## config.mk

```make
export PLATFORM = sky130hd
export DESIGN_NAME = sb_dest_router
export DESIGN_NICKNAME = d
export VERILOG_FILES = /design/src/rtl/sb_dest_router.sv
export SDC_FILE = /design/constraint.sdc
export NUM_CORES = 1
export LEC_CHECK = 0
export ABC_AREA = 1
export BUFFER_PORTS_ARGS = -buffer_cell sky130_fd_sc_hd__buf_2
export CAP_MARGIN = 20
export CORE_AREA = 8 8 350 352
export DETAILED_ROUTE_END_ITERATION = 8
export DIE_AREA = 0 0 358 360
export SYNTH_ARGS = -nofsm -noshare
export SYNTH_HDL_FRONTEND = slang
export SYNTH_SLANG_ARGS = --single-unit
```

## constraint.sdc

```tcl
create_clock -name clk -period 1.62 [get_ports clk]
set_input_delay 0.324 -clock clk [delete_from_list [all_inputs] [get_ports clk]]
set_output_delay 0.324 -clock clk [all_outputs]
set_load 0.1 [all_outputs]
```

## src/rtl/sb_dest_router.sv

```systemverilog
// Switchboard-stream demultiplexer: steers each packet to one of N ports by a dest field,
// locking the route for the whole packet and draining/counting packets to nonexistent ports.
module sb_dest_router #(
  parameter int DW      = 416,
  parameter int N       = 4,
  parameter int SEL_LSB = 0,
  parameter int SELW    = 8
) (
  input  logic          clk,
  input  logic          nreset,
  input  logic [DW-1:0] in_data,
  input  logic [31:0]   in_dest,
  input  logic          in_last,
  input  logic          in_valid,
  output logic          in_ready,
  output logic [DW-1:0] out_data,
  output logic [31:0]   out_dest,
  output logic          out_last,
  output logic [N-1:0]  out_valid,
  input  logic [N-1:0]  out_ready,
  output logic [15:0]   drop_count
);

  typedef enum logic [1:0] {ST_FIRST, ST_LOCKED, ST_DROPPING} state_t;

  state_t          r_state;
  state_t          w_nextState;
  logic [DW-1:0]   r_data;
  logic [31:0]     r_dest;
  logic            r_last;
  logic [N-1:0]    r_valid;
  logic [SELW-1:0] r_route;
  logic [15:0]     r_dropCount;

  logic [SELW-1:0] w_sel;
  logic            w_selOk;
  logic            w_drain;
  logic            w_bufFree;
  logic            w_load;
  logic            w_dropDone;
  logic [SELW-1:0] w_loadRoute;
  logic [N-1:0]    w_onehot;

  assign w_sel     = in_dest[SEL_LSB +: SELW];
  assign w_selOk   = ({1'b0, w_sel} < (SELW+1)'(N));
  // r_valid is one-hot, so this is out_ready of the buffered beat's port.
  assign w_drain   = |(r_valid & out_ready);
  assign w_bufFree = ~(|r_valid) | w_drain;

  assign w_loadRoute = (r_state == ST_FIRST) ? w_sel : r_route;

  always_comb begin
    w_onehot = '0;
    for (int k = 0; k < N; k++) begin
      w_onehot[k] = (w_loadRoute == SELW'(k));
    end
  end

  always_ff @(posedge clk or negedge nreset) begin
    if (!nreset) begin
      r_state <= ST_FIRST;
    end else begin
      r_state <= w_nextState;
    end
  end

  always_comb begin
    w_nextState = r_state;
    case (r_state)
      ST_FIRST: begin
        if (in_valid && in_ready && !in_last) begin
          w_nextState = w_selOk ? ST_LOCKED : ST_DROPPING;
        end
      end
      ST_LOCKED, ST_DROPPING: begin
        if (in_valid && in_ready && in_last) begin
          w_nextState = ST_FIRST;
        end
      end
      default: w_nextState = ST_FIRST;
    endcase
  end

  // Drop-destined first beats are always taken so a stalled port never blocks draining.
  always_comb begin
    in_ready   = 1'b0;
    w_load     = 1'b0;
    w_dropDone = 1'b0;
    case (r_state)
      ST_FIRST: begin
        in_ready   = w_selOk ? w_bufFree : 1'b1;
        w_load     = in_valid & w_selOk & w_bufFree;
        w_dropDone = in_valid & ~w_selOk & in_last;
      end
      ST_LOCKED: begin
        in_ready = w_bufFree;
        w_load   = in_valid & w_bufFree;
      end
      ST_DROPPING: begin
        in_ready   = 1'b1;
        w_dropDone = in_valid & in_last;
      end
      default: ;
    endcase
  end

  always_ff @(posedge clk or negedge nreset) begin
    if (!nreset) begin
      r_data      <= '0;
      r_dest      <= '0;
      r_last      <= 1'b0;
      r_valid     <= '0;
      r_route     <= '0;
      r_dropCount <= '0;
    end else begin
      if (w_load) begin
        r_data  <= in_data;
        r_last  <= in_last;
        r_valid <= w_onehot;
        if (r_state == ST_FIRST) begin
          r_dest  <= in_dest;
          r_route <= w_sel;
        end
      end else if (w_drain) begin
        r_valid <= '0;
      end
      if (w_dropDone && (r_dropCount != 16'hFFFF)) begin
        r_dropCount <= r_dropCount + 16'd1;
      end
    end
  end

  assign out_data   = r_data;
  assign out_dest   = r_dest;
  assign out_last   = r_last;
  assign out_valid  = r_valid;
  assign drop_count = r_dropCount;

endmodule
```

==> run summary, run 1 <==
Bufs on Longest Clock Path -> 3
placed cells -> 4602
Setup TNS -> -318.67 ns
initial DRC count -> 1638
Placer Congestion -> 0.8629
FF+latch count, synth -> 479
Core ar. -> 117000 um2
final worst path period share -> 141.7%
relative slew slack -> 55.76%
First-pass DRT Iterations -> 6
hold crit path type -> primary input to register
PnR worst setup slack -> -0.6759 ns
Area Overhead vs Synth -> 108.8%
die area -> 128900 um2
total CTS buffers -> 58
Worst Setup Start Kind -> register
Die Ht -> 360 um
Post-Route WL -> 119100 um
DRC -> 0
antenna violations before repair -> 26
TritonCTS clock tree -> built
non-filler cells, final -> 5328
FF/Latch Area -> 12030 um2
RSZ-0062 raised after global routing -> true
Worst Tran Pin Value -> 0.6636 ns
Num Clock Sinks -> 479
Max FO, Critical Path -> 6
area of the multi-input gates -> 7406 um2
Clock Skew -> 0.02698 ns
CP Capture Type -> register
total track usage -> 16.79%
crit path kind -> register to register
final instance area -> 38550 um2
post-route ant nets -> 0
post-synthesis sequential area ratio -> 64.92%
library cells used by synthesis -> 24
placed instance area -> 26750 um2
Synth Cell Area -> 18460 um2
Mapped Nets -> 2571
pin count of the biggest net entering global routing -> 45
layout net count -> 4192
first-pass GRT wire length -> 160200 um
Buffers on Ports -> 925
Die Width -> 358 um
WHS -> 0.08471 ns
post-synth top area share -> 64.92%
vias in the first global route -> 22906
dominant cells by area after synthesis -> dfrtp_1, nand2_1, buf_2
vias -> 21815
Skew-Pair Late Insertion Delay -> 0.64 ns
num rows -> 126
failing checks -> setup timing
WL/cell -> 22.36 um
Final min period -> 2.296 ns
Initial Util -> 15.78%
Final Hold Fails -> 0
Ys Warns -> 0
grt ovf -> 0
Critical Path RT -> 2.15 ns
status -> complete, but fails checks
share of cells above drive strength 1 -> 45.63%
Max-Cap Viols -> 0
Post-Synthesis Cells -> 2110
clock root buffer -> clkbuf_16
CP arrival -> 2.83 ns
final setup violation count -> 927
Post-Syn Area per Cell -> 8.751 um2
Final Max Slew Viols -> 0
Fill cells -> 11463
vias per cell -> 4.094
Worst-path clk slew -> 0.06 ns
num ports -> 926
Max Clock Freq -> 435.6 MHz
DP HPWL -> 74800 um
H-tree Lvls -> 2
largest area contributor in the netlist -> dfrtp_1
## sequential cells by signal, indices dropped and copies added, names as in the netlist
name,count
out_last,1
r_state,2
out_valid,4
r_route,8
out_dest,32
out_data,416
drop_count,16
## worst paths after layout
kind | start | endpoint | slack (ns) | depth (start not counted)
worst max-delay path | r_state[0] | out_data[19] | -0.68 | 14
worst min-delay path | in_dest[0] | out_dest[0] | 0.08 | 4
worst max register to register | r_state[0] | out_data[19] | -0.68 | 14
worst min register to register | out_data[172] | out_data[172] | 0.47 | 2
max in group asynchronous | nreset | out_data[259] | 0.61 | 3
min in group asynchronous | nreset | out_data[164] | 0.25 | 2
## cell usage after synthesis
cell type	count
nand2_1	1374
o21ai_1	5
buf_2	62
xor2_1	9
buf_6	2
xnor2_1	6
buf_1	2
o21ai_0	25
nand2_4	1
nand3_1	37
nand4_1	7
o31ai_1	1
a21oi_1	2
buf_4	2
dfrtp_1	479
nand3_2	1
inv_2	2
clkbuf_1	37
nor2_1	14
inv_1	30
nor3_1	5
ha_1	5
nor4_1	1
nor3_2	1
## through the flow
stage	setup WS (ns)	utilization, %
global route	-0.7458	32.94
global placement	-0.7746	22.86
detailed placement	-0.7053	22.86
finish	-0.6759	32.95
floorplan	-0.3771	-
CTS	-0.7595	31.36
## routing by layer
metal / wire [um] / GRT usage (%)
met5: 114 / 0
met4: 6899 / 8.371
met3: 9441 / 4.430
met2: 56500 / 27.80
met1: 46190 / 20.03
## placed cells by master, fill, tap and decap left out, drive strengths merged
cell type    netlist  final
nand2           1375   1375
buf               68   1186
dfrtp            479    479
dlygate4sd3        0    443
clkbuf            37    117
inv               32     39
nand3             38     38
o21ai             30     30
clkinv             0     15
nor2              14     14
diode              0     12
xor2               9      9
nand4              7      7
xnor2              6      6
nor3               6      6
ha                 5      5
bufinv             0      4
clkinvlp           0      3
a21oi              2      2
o31ai              1      1
nor4               1      1
## timing repair
item / CTS / global route
endpoints found under the hold margin: 463 / 0
pin swaps: 45 / 52
endpoints found under the setup margin: 949 / 949
hold buffers: 443 / 0
buffers inserted: 63 / 20
resized for setup: 405 / 314
gates cloned: 60 / 35
## critical path: stages (launching register included)
cell and delay (ns):
dfrtp_1 0.40, inv_2 0.11, ha_4 0.17, buf_4 0.11, buf_6 0.08, nand4_1 0.15, nand2_2 0.13, nand3_4 0.09
buf_12 0.16, buf_16 0.15, buf_16 0.16, buf_12 0.16, buf_16 0.14, nand2_2 0.06, nand2_1 0.06
## cells by family after synthesis
group | Yosys count | share of synthesized area (%)
XOR/XNOR | 15 | 0.7115
flip-flops | 479 | 64.92
AND/OR/NAND/NOR | 1441 | 29.80
adder cells (fa/ha/maj) | 5 | 0.3388
AO/OA/AOI/OAI | 33 | 0.9080
buffers and inverters | 137 | 3.327
## final cells by class
| type | instances | share of cell area [%] |
|---|---|---|
| Antenna cell | 12 | 0.07790 |
| Clock buffer | 84 | 4.515 |
| Clock inverter | 25 | 0.7011 |
| Inverter | 32 | 0.4058 |
| Multi-Input combinational cell | 1494 | 19.21 |
| Sequential cell | 479 | 31.20 |
| Tap cell | 1536 | 4.986 |
| Timing Repair Buffer | 1662 | 38.70 |
| Timing Repair inverter | 4 | 0.1948 |
Power of run 1 is not shown: default switching activity piles up to over one toggle a cycle in this logic, so the estimate is an artifact.
==> inputs of run 2 (changes only) <==
--- a/config.mk
+++ b/config.mk
@@ -11,6 +11,7 @@
 export CORE_AREA = 8 8 350 352
 export DETAILED_ROUTE_END_ITERATION = 8
 export DIE_AREA = 0 0 358 360
+export PLACE_DENSITY = 0.34
 export SYNTH_ARGS = -nofsm -noshare
 export SYNTH_HDL_FRONTEND = slang
 export SYNTH_SLANG_ARGS = --single-unit
==> run summary, run 2 (same netlist as run 1, synthesis figures left out) <==
clock root buffer -> clkbuf_16
Final Max Slew Viols -> 0 (unchanged)
r2r setup slk -> -0.61 ns (+0.07 ns)
post-route ant nets -> 0 (unchanged)
sum of buffers and inverters on the critical path -> 2 (-6)
Worst Tran Pin Value -> 0.5839 ns (-0.07971 ns)
DP HPWL -> 73550 um (-1.7%)
vias in the first global route -> 21569 (-5.8%)
Buffers on Ports -> 925 (unchanged)
Worst Setup Start Kind -> register
first-pass GRT wire length -> 147600 um (-7.9%)
Fill cells -> 12322 (+7.5%)
RR Startpoint -> out_valid[0]
Num Clock Sinks -> 479 (unchanged)
status -> complete, but fails checks
RSZ-0062 raised after global routing -> true
Slowest-stage cell, CP -> dfrtp_4
vias -> 19994 (-8.3%)
vias per cell -> 3.748 (-8.5%)
most common cell after layout, fill and taps aside -> nand2_1
initial DRC count -> 811 (-50%)
share of cells above drive strength 1 -> 41.27% (-4.4 points)
grt ovf -> 0 (unchanged)
Post-Route WL -> 106400 um (-11%)
Core ar. -> 117000 um2 (unchanged)
Worst Reg-to-Reg Cells -> 15 (+1)
CP Cell Sequence -> buf_6 > nor2_2 > nand2_1 > nand2_2 > nand2_2 > a21oi_4 > buf_12
placed instance area -> 26760 um2 (about the same)
Bufs on Longest Clock Path -> 3 (unchanged)
Skew-Pair Late Insertion Delay -> 0.64 ns (about the same)
Initial Util -> 15.78% (unchanged)
Die Width -> 358 um (unchanged)
CP peak stage delay -> 0.47 ns (+0.07 ns)
family with the most delay on the worst path -> flip-flops
most frequent cells in the layout -> nand2_1, buf_2, dfrtp_1
final instance area -> 37420 um2 (-2.9%)
num rows -> 126 (unchanged)
total CTS buffers -> 61 (+5.2%)
Placer Congestion -> 0.7808 (-9.5%)
worst setup path end -> in_ready
antenna violations before repair -> 18 (-31%)
Final min period -> 2.259 ns (-0.03694 ns)
First-pass DRT Iterations -> 5 (-1)
fin util -> 31.99% (-0.96 points)
Worst-path clk slew -> 0.06 ns (about the same)
Clock Skew -> 0.01847 ns (-0.008510 ns)
final worst path period share -> 139.4% (-2.3 points)
CP arrival -> 1.93 ns (-0.90 ns)
crit path kind -> register to output port
reg-to-reg endpoint -> out_data[268]
Die Ht -> 360 um (unchanged)
Max-Cap Viols -> 0 (unchanged)
H-tree Lvls -> 2 (unchanged)
TritonCTS clock tree -> built
num ports -> 926 (unchanged)
PnR worst setup slack -> -0.6389 ns (+0.03693 ns)
relative slew slack -> 61.34% (+5.6 points)
pin count of the biggest net entering global routing -> 72 (+60%)
CP Depth -> 7 (-7)
max FFs per register -> 416 (unchanged)
Area Overhead vs Synth -> 102.7%
Max FO, Critical Path -> 2 (-4)
hold crit path type -> primary input to register
die area -> 128900 um2 (unchanged)
CP Capture Type -> output port
WL/cell -> 19.94 um (-11%)
DRC -> 0 (unchanged)
Final Hold Fails -> 0 (unchanged)
failing checks -> setup timing
worst setup path startpoint -> out_valid[0]
layout net count -> 4200 (+0.19%)
most repeated library cell on the critical path -> nand2_2
Max Clock Freq -> 442.7 MHz (+1.6%)
total track usage -> 15.32% (-1.5 points)
final setup violation count -> 930 (+0.32%)
Critical Path RT -> 1.30 ns (-0.85 ns)
[run 2: cell types whose count changed in the layout (fill, tap and decap cells not counted), sizes merged]
cell,previous run,this run
buf,1186,1200
bufbuf,0,3
bufinv,4,8
clkinv,15,9
diode,12,9
inv,39,34
[run 2: worst reg2reg max path: cells and delay by family (launching register included)]
family                 cells  cell delay [ns]
buffers and inverters      8             1.15
DFF                        1             0.47
and+or+nand+nor            7             0.47
[run 2: timing repair]
item / CTS / global route
pin swaps: 14 / 28
hold buffers: 443 / 0
gates resized for setup: 251 / 236
gates cloned: 45 / 29
buffers inserted: 54 / 24
endpoints found under the setup margin: 949 / 949
endpoints found under the hold margin: 763 / 0
[run 2: metrics by stage]
step                      setup TNS [ns]  instances  setup WS (ns)  hold WS (ns)
final                            -269.77       5335        -0.6389       0.04945
after global routing             -350.00       5331        -0.7470       0.06345
after CTS                        -325.33       5284        -0.7396       0.01569
after detailed placement         -211.75       4630        -0.5191        0.2316
after global placement           -194.81       4630        -0.4864        0.2285
after floorplan                   -57.69       2110        -0.3771       0.02841
[run 2: layout make-up]
class	instances	area, um2	share of cell area [%]
clock inverter	20	319.1	0.8526
timing repair buffer	1669	14350	38.34
antenna	9	22.52	0.06019
clock buffer	94	1843	4.925
sequential	479	12030	32.14
multi-input combinational	1494	6745	18.03
timing repair inverter	2	36.28	0.09697
tap	1536	1922	5.136
inverter	32	158.9	0.4246
[run 2: metal layers]
metal | vias up | part of all wire, % | global-route usage [%]
li1 | 9744 | - | -
met4 | 8 | 3.6 | 5.384
met1 | 9404 | 41 | 18.22
met2 | 666 | 49 | 26.34
met3 | 172 | 6.6 | 4.259
met5 | - | 0.050 | 0
[run 2: worst min-delay path by stage]
stage	from	endpoint	slack, ns	cells past startpoint
2_1_floorplan	nreset	drop_count[10]	0.03	0
3_3_place_gp	nreset	out_data[2]	0.23	1
3_5_place_dp	nreset	out_data[414]	0.23	1
4_1_cts	in_data[49]	out_data[49]	0.02	3
5_1_grt	in_data[49]	out_data[49]	0.06	3
6_report	in_data[49]	out_data[49]	0.05	3
Power of run 2 is left out for the same reason.
==> inputs of run 3 (changes only) <==
==> constraint.sdc (replaced) <==
create_clock -name clk -period 2 [get_ports clk]
set_input_delay 0.4 -clock clk [delete_from_list [all_inputs] [get_ports clk]]
set_output_delay 0.4 -clock clk [all_outputs]
set_load 0.1 [all_outputs]
==> run summary, run 3 (same netlist as run 1, synthesis figures left out) <==
layout net count -> 4057 (-3.4%)
Post-Route WL -> 99110 um (-6.8%)
Final Max Slew Viols -> 0 (unchanged)
clock root buffer -> clkbuf_16
Final Hold Fails -> 0 (unchanged)
Die Width -> 358 um (unchanged)
failing checks -> setup timing
CP Capture Type -> output port
final worst path period share -> 116.7%
die area -> 128900 um2 (unchanged)
Core ar. -> 117000 um2 (unchanged)
Max-Cap Viols -> 0 (unchanged)
Bufs on Longest Clock Path -> 3 (unchanged)
pin count of the biggest net entering global routing -> 76 (+5.6%)
Area Overhead vs Synth -> 83.85%
PnR worst setup slack -> -0.3334 ns (+0.3055 ns)
max FFs per register -> 416 (unchanged)
Worst Setup Start Kind -> register
Die Ht -> 360 um (unchanged)
fin util -> 29.02% (-3.0 points)
Setup WS pre-CTS -> -0.1507 ns (+0.3683 ns)
num ports -> 926 (unchanged)
RR Startpoint -> out_valid[3]
post-route ant nets -> 0 (unchanged)
total track usage -> 14.40% (-0.92 points)
grt ovf -> 0 (unchanged)
WHS -> 0.04550 ns (-0.003949 ns)
most frequent cells in the layout -> nand2_1, buf_2, dfrtp_1
status -> complete, but fails checks
vias -> 19151 (-4.2%)
Setup TNS -> -0.9159 ns (+268.85 ns)
worst setup path startpoint -> r_state[0]
Worst-path clk slew -> 0.06 ns (about the same)
Worst Tran Pin Value -> 0.6138 ns (+0.02989 ns)
num rows -> 126 (unchanged)
grt met2 use -> 24.53% (-1.8 points)
Num Clock Sinks -> 479 (unchanged)
grt met3 use -> 4.920% (+0.66 points)
share of cells above drive strength 1 -> 34.84% (-6.4 points)
most common cell after layout, fill and taps aside -> nand2_1
initial DRC count -> 980 (+21%)
TritonCTS clock tree -> built
Skew-Pair Late Insertion Delay -> 0.64 ns (about the same)
most used routing layer -> met2
H-tree Lvls -> 2 (unchanged)
worst hold start -> in_data[4]
WL/cell -> 19.12 um (-4.1%)
Critical Path RT -> 1.60 ns (+0.30 ns)
Clock Skew -> 0.02407 ns (+0.005598 ns)
vias in the first global route -> 20855 (-3.3%)
Fill cells -> 12662 (+2.8%)
vias per cell -> 3.694 (-1.4%)
First-pass DRT Iterations -> 5 (unchanged)
antenna violations before repair -> 12 (-6)
crit path kind -> register to output port
RSZ-0062 raised after global routing -> true
Global Route met1 Usage -> 16.77% (-1.5 points)
Placer Congestion -> 0.8141 (+4.3%)
relative slew slack -> 59.36% (-2.0 points)
Final min period -> 2.333 ns
final setup violation count -> 54 (-94%)
first-pass GRT wire length -> 140200 um (-5.0%)
DRC -> 0 (unchanged)
DP HPWL -> 72200 um (-1.8%)
total CTS buffers -> 60 (-1.6%)
Max Clock Freq -> 428.6 MHz
Max FO, Critical Path -> 3 (+1)
CP arrival -> 1.93 ns (about the same)
Initial Util -> 15.78% (unchanged)
Buffers on Ports -> 925 (unchanged)
hold crit path type -> primary input to register
==> run 3: changes by cell type in the layout (fill, tap and decap cells not counted), moves of 20 or more <==
cell     before   now
nand3_2      25     0
buf_2       877   901
nand2_1    1206  1326
nand2_4      28     8
buf_6        43    22
nand3_1      10    36
buf_4       117    81
buf_12       88    36
nand2_2     137    40
buf_16       48    23
==> run 3: critical path, stage by stage, from the launching register on <==
cell	delay [ns]
dfrtp_1	0.39
inv_2	0.09
ha_4	0.16
buf_6	0.10
inv_2	0.03
nand2_2	0.05
nand2_2	0.07
a21oi_4	0.20
buf_12	0.20
==> run 3: timing repair <==
| action | in CTS | in global routing |
|---|---|---|
| endpoints found under the hold margin | 621 | 1 |
| pin swaps | 6 | 10 |
| buffers inserted | 14 | 6 |
| endpoints found under the setup margin | 112 | 401 |
| hold buffers | 435 | 1 |
| cloned | 16 | 19 |
| gates resized for setup | 111 | 85 |
==> run 3: worst paths after layout <==
kind / to / slack (ns) / cells past startpoint
worst max-delay path: in_ready / -0.33 / 8
worst min-delay path: out_data[4] / 0.05 / 3
worst max register to register: out_data[396] / -0.06 / 13
worst min register to register: out_dest[28] / 0.47 / 2
max in group asynchronous: out_data[22] / 0.99 / 4
min in group asynchronous: out_dest[30] / 0.21 / 2
==> run 3: layout make-up <==
type / count / area, um2 / area share (%)
tap: 1536 / 1922 / 5.662
multi-input combinational: 1495 / 6142 / 18.09
clock inverter: 16 / 166.4 / 0.4902
clock buffer: 92 / 1843 / 5.429
sequential: 479 / 12020 / 35.41
timing repair inverter: 1 / 11.26 / 0.03317
timing repair buffer: 1527 / 11690 / 34.44
antenna: 6 / 15.01 / 0.04423
inverter: 32 / 135.1 / 0.3981
==> run 3: metal layers <==
layer | part of all wire [%] | up-vias
met4 | 3.4 | 10
li1 | - | 9431
met2 | 49 | 628
met5 | 0.070 | -
met1 | 40 | 8927
met3 | 7.7 | 155
==> run 3: metrics by stage <==
step,instance area (um2),std cells
final,33950,5184
after global routing,33940,5180
after CTS,33320,5157
after detailed placement,25950,4584
after global placement,25950,4584
after floorplan,18540,2110
Power of run 3 is left out for the same reason.
